`src/rtl/v1_reg_queue_ctrl.sv`:
```
// Occupancy and enqueue/dequeue handshake control for a shift-register FIFO datapath.
// The oldest entry always sits at index p_depth-1; this block only steers loads and shifts.
module v1_reg_queue_ctrl_chk #(
    parameter int p_depth    = 32,
    parameter int p_cntwidth = $clog2(p_depth + 1)
) (
    input logic                  clk,
    input logic                  rst,
    input logic [p_cntwidth-1:0] count
);
    a_count_bound: assert property (@(posedge clk) disable iff (rst) count <= p_cntwidth'(p_depth));
endmodule

module v1_reg_queue_ctrl #(
    parameter int p_depth    = 32,
    parameter int p_idwidth  = $clog2(p_depth),
    parameter int p_cntwidth = $clog2(p_depth + 1)
) (
    input  logic                  clk,
    input  logic                  rst,
    input  logic                  enq_val,
    output logic                  enq_rdy,
    output logic                  deq_val,
    input  logic                  deq_rdy,
    input  logic                  flush,
    output logic                  wr_data  [p_depth],
    output logic                  shift_en [p_depth],
    output logic [p_cntwidth-1:0] count,
    output logic                  full,
    output logic                  empty
);
    localparam logic [p_cntwidth-1:0] lp_full = p_cntwidth'(p_depth);
    localparam logic [p_cntwidth-1:0] lp_one  = p_cntwidth'(1);
    localparam logic [p_cntwidth-1:0] lp_zero = {p_cntwidth{1'b0}};

    logic [p_cntwidth-1:0] count_q;
    logic [p_cntwidth-1:0] count_d;
    logic                  enq_fire_s;
    logic                  deq_fire_s;
    logic                  wr_en_s;
    logic                  shift_on_s;
    logic [p_idwidth-1:0]  wr_idx_s;
    int                    shift_lo_s;

    // Occupancy register; reset drops any in-flight transaction immediately.
    always_ff @(posedge clk or posedge rst) begin
        if (rst) begin
            count_q <= lp_zero;
        end else begin
            count_q <= count_d;
        end
    end

    assign full       = (count_q == lp_full);
    assign empty      = (count_q == lp_zero);
    assign enq_rdy    = !full && !rst;
    assign deq_val    = !empty && !rst;
    assign enq_fire_s = enq_val && enq_rdy && !flush;
    assign deq_fire_s = deq_val && deq_rdy && !flush;
    assign count      = count_q;
    // Lowest index that shifts on a dequeue; the head slot itself just gets overwritten.
    assign shift_lo_s = p_depth - int'(count_q) + 1;

    // Next occupancy and which single register (if any) loads the write bus.
    always_comb begin
        count_d    = count_q;
        wr_en_s    = 1'b0;
        shift_on_s = 1'b0;
        wr_idx_s   = {p_idwidth{1'b0}};
        if (flush) begin
            count_d = lp_zero;
        end else begin
            case ({enq_fire_s, deq_fire_s})
                2'b10: begin
                    wr_en_s  = 1'b1;
                    wr_idx_s = p_idwidth'(p_depth - 1 - int'(count_q));
                    count_d  = count_q + lp_one;
                end
                2'b01: begin
                    shift_on_s = 1'b1;
                    count_d    = count_q - lp_one;
                end
                2'b11: begin
                    // The valid region slides up by one, so the new tail lands one slot higher.
                    shift_on_s = 1'b1;
                    wr_en_s    = 1'b1;
                    wr_idx_s   = p_idwidth'(p_depth - int'(count_q));
                end
                default: begin
                    count_d = count_q;
                end
            endcase
        end
    end

    // Expand the load index and shift window into per-register enables.
    always_comb begin
        for (int i = 0; i < p_depth; i++) begin
            wr_data[i]  = wr_en_s && (wr_idx_s == p_idwidth'(i));
            shift_en[i] = shift_on_s && (i >= shift_lo_s);
        end
    end

    v1_reg_queue_ctrl_chk #(
        .p_depth   (p_depth),
        .p_cntwidth(p_cntwidth)
    ) u_chk (
        .clk  (clk),
        .rst  (rst),
        .count(count_q)
    );
endmodule

```
`config.mk`:
```
export PLATFORM = sky130hd
export DESIGN_NAME = v1_reg_queue_ctrl
export DESIGN_NICKNAME = d
export VERILOG_FILES = /design/src/rtl/v1_reg_queue_ctrl.sv
export SDC_FILE = /design/constraint.sdc
export NUM_CORES = 1
export LEC_CHECK = 0
export CAP_MARGIN = 15
export CELL_PAD_IN_SITES_DETAIL_PLACEMENT = 1
export CELL_PAD_IN_SITES_GLOBAL_PLACEMENT = 2
export CORE_ASPECT_RATIO = 1.75
export CORE_MARGIN = 2
export CORE_UTILIZATION = 24
export CTS_BUF_LIST = sky130_fd_sc_hd__clkbuf_4 sky130_fd_sc_hd__clkbuf_8 sky130_fd_sc_hd__clkbuf_16
export DETAILED_ROUTE_END_ITERATION = 7
export PLACE_DENSITY_LB_ADDON = 0.3
export SYNTH_ARGS = -nofsm -noshare
export SYNTH_HDL_FRONTEND = slang
export SYNTH_SLANG_ARGS = --single-unit
```
`constraint.sdc`:
```
create_clock -name clk -period 11.75 [get_ports clk]
set_clock_uncertainty 0.05 [all_clocks]
set_input_delay 1.175 -clock clk [delete_from_list [all_inputs] [get_ports clk]]
set_output_delay 1.175 -clock clk [all_outputs]
set_load 0.03 [all_outputs]
```
==> out/metrics.cfg <==
[setup_path]
arrival_ns = 5.45
worst-path-max-fanout = 22
path_buf_inv = 2
cp-end-kind = primary output
worstSetupPathType = reg -> out
crit_path_max_incr_delay_ns = 0.67
path_cells = inv_1 > ha_1 > or4b_4 > and2_1 > ha_1 > or4b_4 > nor4b_2 > nand4_1 > a211oi_2 > and4_1 > a31o_1 > clkdlybuf4s50_1
critPathRequiredTime_ns = 10.53
crit_slowest_cell = clkdlybuf4s50_1
critPathTopFamily = simple AND/OR/NAND/NOR gates
start_kind = flop

[global_route]
overflow = 0
grt_max_degree = 23
grt_pass1_vias = 2336
track_usage = 0.166
grt_pass1_wl_um = 11700
antenna_found_initial = 0

[floorplanning]
initial_core_util = 0.246
num_rows = 42
core_mm2 = 0.00757
boundaryPins = 79
die-height_um = 121
fp.dieW_um = 70.6
dieArea_mm2 = 0.00852

[yosys]
syn_inst = 278
syn_nets = 300
ys_top_cells_by_area = ha_1, nor2_1, dfrtp_1
async_flop_share = 1.00
synth_top_area_cell = ha_1
synth-edff-count = 0
ys_warn_count = 0
synthFlopType = dfrtp_1
ys_types = 61
synth_area_per_cell_um2 = 6.71
syn-cell-area_mm2 = 0.00186
synth_top_area_share = 0.107
seq_area_frac_synth = 0.0805
ys_seq_elements = 6

[timing]
tightest_slew_ns = 1.01
slew_headroom = 0.321
setup_viol = 0
period_needed_ns = 6.68
report.final.hold_viol_count = 0
post-route-period-util = 0.568
max_freq_mhz = 150
report.final.slew_viol_count = 0
rsz0062_at_grt = false
tns_ns = 0

[placement]
routabilityCongestion = 0.921
dp_cells = 420
hpwl_um = 5620
io_buffers = 78

[clock_tree]
clock-sinks = 6
clockBufferDepth = 2
path_clk_slew_ns = 0.03
cts_buffers = 3
hold_buffers = 0
post-cts-setup-buffers = 0
clk_latency_ns = 0.23
cts_tree = built
root_buffer = clkbuf_16
cts_resized = 0
cts-htree-levels = 1

[layout]
multi_input_area_mm2 = 0.00154
final_common_cell = clkdlybuf4s50_1
final-seq-area_um2 = 150
top_register = count
reg_top3 = count x6
drive_above_1_share = 0.0565
nNetsFinal = 360
fill_cells = 986
largest_reg_flops = 6
layout_common_cells = clkdlybuf4s50_1, nor2_1, nand2_1, a21oi_1, ha_1
final_core_utilization = 0.357
num_antenna_cells = 0
final_cells = 424
areaGrowthSynthToFinish_pct = 45.1

[routing]
wl_per_cell_um = 16.7
drc = 0
vias = 2209
drt-pass1-iter-count = 4
ant_nets = 0
routed_wl_um = 7090
drt_iter0_drc = 44
via_per_inst = 5.21

[power]
intPower_mw = 0.278
clockPowerShare = 0.081
powerDensity_mw_per_mm2 = 248
seq_power_share = 0.099
p_leak_nw = 1.01
p_sw_mw = 0.394
switching_share = 0.587
p_comb_frac = 0.820
ir_drop_v = 0.0000789

[hold_path]
hold_class = reg -> reg

[run]
maxCapViolCount = 0

[status]
status = complete, no violations

## cell usage after synthesis (all sizes together), types with 2 or more instances
library cell / count
buf: 12
or4b: 2
a22oi: 5
nand3: 8
nor3: 8
nor2: 47
nand2: 26
nand2b: 6
o21a: 3
inv: 10
o21ai: 22
xnor2: 9
or4: 2
a21oi: 20
clkbuf: 12
a31o: 2
and4bb: 2
dfrtp: 6
nor4b: 2
xor2: 2
and4: 2
nand4b: 5
mux2i: 2
a31oi: 5
nor2b: 2
nand4: 5
a21o: 3
a211oi: 4
ha: 16
o31ai: 5
and2: 4
## cell families (layout without fill, tap and decap cells)
kind of cell | count (synthesis) | in the layout | share of synthesized area
AO/OA/AOI/OAI | 83 | 83 | 0.298
XOR/XNOR | 11 | 11 | 0.0517
adder cells (fa/ha/maj) | 17 | 17 | 0.118
flip-flops | 6 | 6 | 0.0805
multiplexers | 3 | 3 | 0.0168
AND/OR/NAND/NOR | 124 | 124 | 0.344
buffers and inverters | 34 | 92 | 0.0913
## worst register-to-register path: cells and delay by family (launching register included)
| kind | cells | cell delay [ns] |
|---|---|---|
| adders and majority gates | 2 | 0.88 |
| and+or+nand+nor | 1 | 0.64 |
| xor gates and xnor gates | 1 | 0.12 |
| AOI/OAI and AO/OA | 6 | 1.60 |
| buffers and inverters | 1 | 0.31 |
| DFF | 1 | 0.63 |
## metrics by stage
stage / setup slack, ns / power [mW] / area [µm²] / hold WS, ns
floorplan: 6.08 / 0.473 / 1860 / 0.736
global placement: 5.45 / 0.610 / 2620 / 0.728
detailed placement: 5.33 / 0.613 / 2620 / 0.750
CTS: 5.08 / 0.671 / 2700 / 0.788
global route: 4.73 / 0.731 / 2710 / 0.845
finish: 5.07 / 0.672 / 2710 / 0.776
## power by group through the flow
stage / Sequential (mW) / Clock (mW) / Combinational [mW]
detailed placement: 0.0666 / 0 / 0.547
global placement: 0.0655 / 0 / 0.544
CTS: 0.0663 / 0.0550 / 0.549
finish: 0.0662 / 0.0547 / 0.551
floorplan: 0.0517 / 0 / 0.421
global route: 0.0700 / 0.0559 / 0.605
## layer usage
metal | wire, µm | track usage | up-vias
met5 | 0 | 0 | -
met3 | 262 | 0.0142 | 2
li1 | - | - | 1115
met2 | 3890 | 0.331 | 73
met4 | 37 | 0.0259 | 0
met1 | 2900 | 0.190 | 1019
## cell type report
class	instances	area share
clock buffer	3	0.0278
inverter	10	0.0139
multi-input combinational	238	0.571
sequential	6	0.0555
tap	88	0.0407
timing repair buffer	79	0.291
## path summary, 6_finish.rpt
check,start,endpoint,slack (ns),cells after the start
min in group asynchronous,rst,count[4],1.27,2
max reg2reg,count[0],count[5],7.40,11
max in group asynchronous,rst,count[3],10.19,2
min,count[4],count[4],0.78,2
min reg2reg,count[4],count[4],0.78,2
max,count[0],shift_en[31],5.07,12
(Power assumes the default switching activity.)
